$ cat src/rtl/riscy_io_pkg.sv
// Shared types and constants for the RISCY I/O responder.
// Optional device parity checking is enabled with RISCY_IO_PARITY_EN.
`timescale 1ns/1ps
package riscy_io_pkg;

  typedef enum logic [1:0] {
    ST_IDLE   = 2'd0,
    ST_ACCESS = 2'd1,
    ST_RESP   = 2'd2
  } io_state_e;

  localparam logic [1:0] ADDR_RXDATA = 2'd0;
  localparam logic [1:0] ADDR_STATUS = 2'd1;
  localparam logic [1:0] ADDR_TXDATA = 2'd2;

  localparam int STAT_RX_EMPTY = 0;
  localparam int STAT_TX_FULL  = 1;
  localparam int STAT_PERR     = 2;
  localparam int STAT_OVF      = 3;

  // A device byte is corrupt when data and parity bit together have odd weight.
  function automatic logic parity_error(input logic [7:0] data, input logic par);
    return ^{data, par};
  endfunction

endpackage

$ cat src/rtl/riscy_io_fifo.sv
// Synchronous FIFO with wrap-around pointers; the extra pointer bit separates full from empty.
`timescale 1ns/1ps
module riscy_io_fifo #(
  parameter int DEPTH = 4,
  parameter int WIDTH = 8
) (
  input  logic             clk,
  input  logic             rst,
  input  logic             push,
  input  logic             pop,
  input  logic [WIDTH-1:0] din,
  output logic [WIDTH-1:0] dout,
  output logic             empty,
  output logic             full
);

  localparam int AW = $clog2(DEPTH);

  logic [AW:0]      wr_ptr_q, wr_ptr_d;
  logic [AW:0]      rd_ptr_q, rd_ptr_d;
  logic [WIDTH-1:0] mem_q [DEPTH];
  logic [WIDTH-1:0] mem_d [DEPTH];
  logic             do_push_s;
  logic             do_pop_s;

  assign empty = (wr_ptr_q == rd_ptr_q);
  assign full  = (wr_ptr_q[AW] != rd_ptr_q[AW]) && (wr_ptr_q[AW-1:0] == rd_ptr_q[AW-1:0]);
  assign dout  = mem_q[rd_ptr_q[AW-1:0]];

  assign do_push_s = push && !full;
  assign do_pop_s  = pop && !empty;

  always_comb begin
    mem_d    = mem_q;
    wr_ptr_d = wr_ptr_q;
    rd_ptr_d = rd_ptr_q;
    if (do_push_s) begin
      mem_d[wr_ptr_q[AW-1:0]] = din;
      wr_ptr_d = wr_ptr_q + (AW+1)'(1);
    end else begin
      wr_ptr_d = wr_ptr_q;
    end
    if (do_pop_s) begin
      rd_ptr_d = rd_ptr_q + (AW+1)'(1);
    end else begin
      rd_ptr_d = rd_ptr_q;
    end
  end

  always_ff @(posedge clk or posedge rst) begin
    if (rst) begin
      wr_ptr_q <= '0;
      rd_ptr_q <= '0;
      for (int i = 0; i < DEPTH; i++) begin
        mem_q[i] <= '0;
      end
    end else begin
      wr_ptr_q <= wr_ptr_d;
      rd_ptr_q <= rd_ptr_d;
      mem_q    <= mem_d;
    end
  end

endmodule

$ cat src/rtl/riscy_io_responder.sv
// Four-phase REQ/ACK I/O responder: RX FIFO from the device, TX holding register to it.
// Defining RISCY_IO_PARITY_EN adds DEV_PARITY and drops corrupt device bytes.
`timescale 1ns/1ps
module riscy_io_responder
  import riscy_io_pkg::*;
#(
  parameter int FIFO_DEPTH = 4
) (
  input  logic       CLK,
  input  logic       RST,
  input  logic       REQ,
  input  logic       WE,
  input  logic [1:0] ADDR,
  input  logic [7:0] WDATA,
  output logic       ACK,
  output logic [7:0] IO,
  input  logic       DEV_VALID,
  input  logic [7:0] DEV_DATA,
`ifdef RISCY_IO_PARITY_EN
  input  logic       DEV_PARITY,
`endif
  output logic       DEV_READY,
  output logic       OUT_VALID,
  output logic [7:0] OUT_DATA,
  input  logic       OUT_READY
);

  io_state_e  state_q, state_d;
  logic       we_q, we_d;
  logic [1:0] addr_q, addr_d;
  logic [7:0] wdata_q, wdata_d;
  logic       ack_q, ack_d;
  logic [7:0] io_q, io_d;
  logic       out_valid_q, out_valid_d;
  logic [7:0] out_data_q, out_data_d;
  logic       ovf_q, ovf_d;
  logic       perr_q, perr_d;

  logic       rx_empty_s, rx_full_s, rx_pop_s, rx_push_s;
  logic [7:0] rx_dout_s;
  logic       dev_take_s, dev_bad_s;
  logic       tx_wr_s, stat_rd_s;
  logic [7:0] status_s;

  assign dev_take_s = DEV_VALID && !rx_full_s;
`ifdef RISCY_IO_PARITY_EN
  assign dev_bad_s  = parity_error(DEV_DATA, DEV_PARITY);
`else
  assign dev_bad_s  = 1'b0;
`endif
  assign rx_push_s  = dev_take_s && !dev_bad_s;

  riscy_io_fifo #(.DEPTH(FIFO_DEPTH), .WIDTH(8)) u_rx_fifo (
    .clk   (CLK),
    .rst   (RST),
    .push  (rx_push_s),
    .pop   (rx_pop_s),
    .din   (DEV_DATA),
    .dout  (rx_dout_s),
    .empty (rx_empty_s),
    .full  (rx_full_s)
  );

  always_comb begin
    status_s                = 8'h00;
    status_s[STAT_RX_EMPTY] = rx_empty_s;
    status_s[STAT_TX_FULL]  = out_valid_q;
    status_s[STAT_PERR]     = perr_q;
    status_s[STAT_OVF]      = ovf_q;
  end

  always_comb begin
    state_d     = state_q;
    we_d        = we_q;
    addr_d      = addr_q;
    wdata_d     = wdata_q;
    ack_d       = 1'b0;
    io_d        = io_q;
    out_valid_d = out_valid_q;
    out_data_d  = out_data_q;
    ovf_d       = ovf_q;
    perr_d      = perr_q;
    rx_pop_s    = 1'b0;
    tx_wr_s     = 1'b0;
    stat_rd_s   = 1'b0;

    case (state_q)
      ST_IDLE: begin
        if (REQ) begin
          state_d = ST_ACCESS;
          we_d    = WE;
          addr_d  = ADDR;
          wdata_d = WDATA;
        end else begin
          state_d = ST_IDLE;
        end
      end
      ST_ACCESS: begin
        state_d = ST_RESP;
        if (we_q) begin
          tx_wr_s = (addr_q == ADDR_TXDATA);
        end else begin
          case (addr_q)
            ADDR_RXDATA: begin
              io_d     = rx_empty_s ? 8'h00 : rx_dout_s;
              rx_pop_s = !rx_empty_s;
            end
            ADDR_STATUS: begin
              io_d      = status_s;
              stat_rd_s = 1'b1;
            end
            ADDR_TXDATA: io_d = {7'b0000000, out_valid_q};
            default:     io_d = 8'h00;
          endcase
        end
      end
      ST_RESP: begin
        // ACK is withheld on the edge that leaves RESP so it falls exactly there.
        if (REQ) begin
          state_d = ST_RESP;
          ack_d   = 1'b1;
        end else begin
          state_d = ST_IDLE;
        end
      end
      default: state_d = ST_IDLE;
    endcase

    // Clears come first so a same-edge set wins.
    if (stat_rd_s) begin
      ovf_d  = 1'b0;
      perr_d = 1'b0;
    end else begin
      ovf_d  = ovf_q;
      perr_d = perr_q;
    end

    if (tx_wr_s && (!out_valid_q || OUT_READY)) begin
      out_valid_d = 1'b1;
      out_data_d  = wdata_q;
    end else if (tx_wr_s) begin
      ovf_d = 1'b1;
    end else if (OUT_READY) begin
      out_valid_d = 1'b0;
    end else begin
      out_valid_d = out_valid_q;
    end

    if (dev_take_s && dev_bad_s) begin
      perr_d = 1'b1;
    end else begin
      perr_d = perr_d;
    end
  end

  always_ff @(posedge CLK or posedge RST) begin
    if (RST) begin
      state_q     <= ST_IDLE;
      we_q        <= 1'b0;
      addr_q      <= 2'd0;
      wdata_q     <= 8'h00;
      ack_q       <= 1'b0;
      io_q        <= 8'h00;
      out_valid_q <= 1'b0;
      out_data_q  <= 8'h00;
      ovf_q       <= 1'b0;
      perr_q      <= 1'b0;
    end else begin
      state_q     <= state_d;
      we_q        <= we_d;
      addr_q      <= addr_d;
      wdata_q     <= wdata_d;
      ack_q       <= ack_d;
      io_q        <= io_d;
      out_valid_q <= out_valid_d;
      out_data_q  <= out_data_d;
      ovf_q       <= ovf_d;
      perr_q      <= perr_d;
    end
  end

  assign ACK       = ack_q;
  assign IO        = io_q;
  assign DEV_READY = !rx_full_s;
  assign OUT_VALID = out_valid_q;
  assign OUT_DATA  = out_data_q;

endmodule
$ cat config.mk
export PLATFORM = sky130hd
export DESIGN_NAME = riscy_io_responder
export DESIGN_NICKNAME = d
export VERILOG_FILES = /design/src/rtl/riscy_io_pkg.sv /design/src/rtl/riscy_io_fifo.sv /design/src/rtl/riscy_io_responder.sv
export SDC_FILE = /design/constraint.sdc
export NUM_CORES = 1
export LEC_CHECK = 0
export BUFFER_PORTS_ARGS = -buffer_cell sky130_fd_sc_hd__buf_4
export CAP_MARGIN = 5
export CORE_MARGIN = 2
export CORE_UTILIZATION = 35
export CTS_CLUSTER_DIAMETER = 80
export DETAILED_ROUTE_END_ITERATION = 10
export SETUP_SLACK_MARGIN = 0.05
export SYNTH_ARGS = -nofsm -noshare
export SYNTH_HDL_FRONTEND = slang
export SYNTH_SLANG_ARGS = --single-unit
$ cat constraint.sdc
create_clock -name CLK -period 6.3 [get_ports CLK]
set_clock_uncertainty 0.15 [all_clocks]
set_input_delay 0.315 -clock CLK [delete_from_list [all_inputs] [get_ports CLK]]
set_output_delay 0.315 -clock CLK [all_outputs]
set_load 0.05 [all_outputs]
**Word level (Yosys, flattened, before mapping)**

Index checks and enable logic that the tools add are counted.

- Reduce and logical (&&, ||, !) cells: 16
- Divide/modulo/power cells: 0
- Equal/unequal tests: 8
- Add/sub/neg operators: 2
- Shifts and indexed selects: 0
- $mul: 0
- Bitwise logic cells: 3
- Magnitude comparators: 3
- Mux-type cells: 27

Operators with widths:

| cell | count |
|---|---|
| 32-bit bitwise mux | 1 |
| 8-bit 2-to-1 mux | 4 |
| 8-bit case mux with 3 select lines | 1 |
| 1-bit 2-to-1 mux | 17 |
| 8-bit binary-select mux with 2-bit select | 1 |
| 8-bit demux with 2-bit select | 1 |
| 3-bit by 1-bit adder with 3-bit output, second input constant | 2 |
| 3-bit greater-or-equal comparator, second input constant | 2 |
| 1-bit logical AND | 6 |
| 2-bit NOT with 3-bit output | 2 |
| 2-bit case mux with 3 select lines | 1 |
| 2-bit AND reduction | 3 |
| 2-bit by 1-bit equality test with 1-bit output, second input constant | 2 |
| 2-bit equality test, second input constant | 2 |
| 2-bit logical NOT | 2 |
| 3-bit equality test | 1 |
| 1-bit logical NOT | 3 |
| 3-bit by 1-bit less-than comparator with 1-bit output, second input constant | 1 |
| 2-bit equality test | 1 |
| 2-bit 2-to-1 mux | 1 |
| 2-bit by 1-bit != test with 1-bit output, second input constant | 1 |
| 2-bit nonzero test | 1 |
| 1-bit logical OR | 1 |
| 1-bit != test | 1 |
| 1-bit NOT | 1 |

- Memories: 0
- ROM bits: 0
- Input port bits: 24
- Output and inout bits: 19
- RAM bits: 0
- Latch bits: 0
- Bits in registers: 70

**Logic depth before layout (Yosys ltp)**

- Depth in word-level cells: 7
- Depth in mapped cells: 5
- Mapped depth without buffers: 4

**By module**

From an unflattened synthesis, not the netlist that was laid out.

- Cells, all modules: 211
- Area, all modules: 3,234.4 um2

Modules (own cells, without submodules):

| module | times used | cells each | area each (um2) |
|---|---|---|---|
| riscy_io_fifo | 1 | 121 | 1,895.6 |
| riscy_io_responder | 1 | 90 | 1,338.8 |

**Worst setup path before layout**

OpenSTA, ideal clock, no wires.

- Path kind: flip-flop to flip-flop
- Start point: register u_rx_fifo.rd_ptr_q[0]
- End point: register u_rx_fifo.rd_ptr_q[1]
- Buffers on the path: 1
- Period minus slack after synthesis: 1,850 ps
- Arrival: 1,575 ps
- Slack: 4,450 ps
- Stages on the path, launching flop included: 6
- Library setup time: 125 ps
- Path through: dfrtp_1 > buf_8 > xnor2_4 > a311oi_4 > nand2_4 > mux2_4

- Cells in the longest elaborated chain, start to end: 6
- Elaborated cells between the ends (all ways): 7
- Those cells by class: add/sub (1); eq/ne (1); mux (3); reduce/logical (2)

Ends and longest elaborated chain:

| item | line | source |
|---|---|---|
| start, declared | riscy_io_fifo.sv:20 | `logic [AW:0] rd_ptr_q, rd_ptr_d;` |
| start signal, assigned | riscy_io_fifo.sv:59 | `rd_ptr_q <= rd_ptr_d;` |
| 3-bit equality test | riscy_io_fifo.sv:26 | `assign empty = (wr_ptr_q == rd_ptr_q);` |
| 1-bit logical NOT | riscy_io_fifo.sv:31, riscy_io_responder.sv:106 |  |
| 1-bit 2-to-1 mux | riscy_io_responder.sv:103 | `case (addr_q)` |
| 1-bit 2-to-1 mux | riscy_io_responder.sv:100 | `if (we_q) begin` |
| 1-bit 2-to-1 mux | riscy_io_responder.sv:87 | `case (state_q)` |
| 1-bit logical AND | riscy_io_fifo.sv:31 | `assign do_pop_s = pop && !empty;` |

Several ways; a longest one is shown, not always the timed one.
A chain may end at the register's enable or synchronous reset.

**Final worst setup path**

Same ends and word-level chain as after synthesis.

==> run metrics <==
adder-cell area share of the yosys netlist 2.04%; DRC 0; post-synthesis compound-gate area fraction 2.77%; wire length per cell 15.4 microns; FF-to-FF Start u_rx_fifo.rd_ptr_q[0]$_DFFE_PP0P_; Crit Path Class reg2reg; unrepaired setup endpoints after global routing no; Post-CTS Resized 0; all-layer global routing usage 13.1%; Port Buffers 42; crit path from u_rx_fifo.rd_ptr_q[0]$_DFFE_PP0P_; Row Count 34; CP Cell Sequence xnor2_4 -> a311oi_4 -> nand2_4 -> mux2_4; Worst path slowest cell dfrtp_1; Worst Path Arrival 2.32 ns; GRT overflow 0; mux share of post-synthesis cell area 25.3%; ys async rst share 100%; design area 3680 sq um; Hold Slack 0.0472 ns; CTS Root Cell clkbuf_8; final wirelength 5.63 mm; final setup fails 0; Final TNS setup 0 ns; CTS buffer count 9; Area Overhead vs Synth 19.9%; largest family of logic cells by synthesized area multiplexers; Cell variety after synth 36; Synth Area in Simple Gates 7.51%; Max Clk Rate 448 MHz; count of state elements after synthesis 70; Slew Viols, Final 0; Fill cells 812; CTS Buffer Depth 2; Post-synth EDFFs 0; H-tree Lvls 3; first-pass GRT wire length 9.59 mm; vias per cell 4.77; Final Cycle Share 35.5%; total stage count of the critical path 4; # diodes 0; Finished Layout Cells 366; WP buf/inv 0; Critical Path RT 6.38 ns; Most used DFF post-synth dfrtp_1; clk slew on worst S/H paths 0.07 ns; Final ANT Viol Nets 0; leakage 1.69 nW; worst vdd ir 248 uV; Startpoint Class flip-flop; GPL Wtd Cong 0.651; Seq/Total Area, Yosys 57.1%; Final Hold Violating Endpoints 0; Least-Margin Pin Slew 0.909 ns; area of the die 9530 sq um; Hold Crit Class in2reg; R2R cell count 4; Placement Cell Area 3490 sq um; DR vias 1746; Top Family by Delay on Critical Path flip-flops; TritonCTS sink count 70; Post CTS Setup Buffer Count 0; Crit Reg-Reg Endpoint u_rx_fifo.rd_ptr_q[1]$_DFFE_PP0P_; DRT iter0 DRCs 55; Yosys warning count 0; placed insts 351; initial antenna violation count 0; final net count 283; clock latency on the worst-skew pair 0.34 ns; Power, Total 1.99 mW; First-pass DRT Iterations 4; crit path to u_rx_fifo.rd_ptr_q[1]$_DFFE_PP0P_; vias in the first global route 1799; Max-slew headroom 39.1%; largest net degree at the start of global routing 71; boundary pin count 43; critical path peak fanout 11; Max-cap violations 0; DPL Wire Length 3.83 mm; fin crit period 2.23 ns; synthesized net count 234; CTS Hold Buffers Added 0; initial core utilization 35.7%; status complete, no violations; die height 97.6 microns; Core Box Area 8590 sq um; PD cells 542 nW/um^2; Setup crit end kind flip-flop; die width 97.6 microns; Post-Syn Area per Cell 15.0 sq um; xor and xnor fraction of the mapped netlist area 3.14%; Cells after Synth 205; layout cells sized above 1 50.4%; CTS tree yes; CP peak stage delay 0.81 ns; Reg2Reg Setup Slack 4.07 ns; post-synthesis cell area 3070 sq um
==> synthesized netlist by cell type, types with 2 or more instances <==
cell / n / area share, %
clkbuf_1: 2 / 0.24
mux4_2: 6 / 4.4
nand3_1: 9 / 1.5
nor2b_1: 3 / 0.61
mux4_1: 2 / 1.7
nand2_1: 16 / 2.0
ha_1: 5 / 2.0
dfrtp_1: 70 / 57
mux2_2: 51 / 19
xnor2_1: 5 / 1.4
a22oi_1: 2 / 0.49
inv_1: 6 / 0.73
nand2b_1: 2 / 0.41
nand2_2: 4 / 0.82
==> metal layers <==
layer	GRT usage, %	share of wire (%)
met2	18.9	46
met4	3.85	1.1
met1	18.1	47
met5	0	0
met3	5.47	5.6
==> stage by stage <==
stage,setup slack [ns],utilization [%]
6_report,4.07,42.8
5_1_grt,3.90,42.8
4_1_cts,4.00,42.8
3_5_place_dp,4.01,40.6
3_3_place_gp,4.08,40.6
2_1_floorplan,4.07,-
==> layout by cell type, fill, tap and decap left out <==
master     netlist  final
dfrtp_1         70     70
mux2_2          51     51
buf_4            0     43
nand2_1         16     16
clkbuf_8         1     10
nand3_1          9      9
mux4_2           6      6
xnor2_1          5      5
inv_1            6      5
ha_1             5      5
nand2_2          4      4
clkinv_2         0      4
nor2b_1          3      3
mux4_1           2      2
nand2b_1         2      2
a22oi_1          2      2
or2b_2           1      1
nor2_2           1      1
xnor2_2          1      1
xnor2_4          1      1
a311oi_4         1      1
or3b_2           1      1
nor3b_2          0      1
xor2_1           1      1
a31oi_4          1      1
o21ai_0          1      1
nand2_4          1      1
nand4b_1         1      1
mux2_4           1      1
nand3b_1         1      1
o22ai_1          1      1
inv_2            0      1
nand4_1          1      1
a21oi_1          1      1
nor2_1           1      1
a31oi_1          1      1
bufinv_16        0      1
==> where the power goes <==
part           leakage (nW)  switching (mW)  total, mW  internal (mW)
clock                 0.102           0.165      0.354          0.189
combinational         0.731           0.418      0.820          0.402
sequential            0.855           0.159      0.820          0.661
total                  1.69           0.742       1.99           1.25
==> worst min path at each step <==
stage	startpoint	end	slack [ns]	cells past startpoint
after floorplan	DEV_DATA[2]	u_rx_fifo.mem_q[10]$_DFFE_PP0P_	0.32	1
after global placement	IO[6]$_DFFE_PP0P_	IO[6]$_DFFE_PP0P_	0.32	2
after detailed placement	IO[7]$_DFFE_PP0P_	IO[7]$_DFFE_PP0P_	0.32	2
after CTS	WE	we_q$_DFFE_PP0N_	0.03	2
after global routing	WDATA[2]	wdata_q[2]$_DFFE_PP0N_	0.03	2
final	WDATA[2]	wdata_q[2]$_DFFE_PP0N_	0.05	2
==> layout make-up <==
cell class              instances  area, sq um  area share [%]
multi-input cells             124         1260            34.2
clock buffers                  10          138            3.74
repair buffers                 43          323            8.78
clock inverters                 5         50.0            1.36
flip-flops and latches         70         1750            47.7
well taps                     108          135            3.68
inverters                       6         22.5           0.613
==> sequential cells by signal, summed over array words and instances, names as in the netlist, 2 cells and up <==
register            flops
OUT_DATA                8
wdata_q                 8
u_rx_fifo.wr_ptr_q      3
addr_q                  2
u_rx_fifo.rd_ptr_q      3
IO                      8
u_rx_fifo.mem_q        32
state_q                 2
==> kinds of logic (layout without fill, tap and decap cells) <==
kind of cell	count (synthesis)	in the layout
compound gates	8	8
xor+xnor	8	8
fa+ha+maj	5	5
buf+inv	11	64
flops	70	70
mux	60	60
simple gates	43	43
Power figures use the tool's default switching activity.
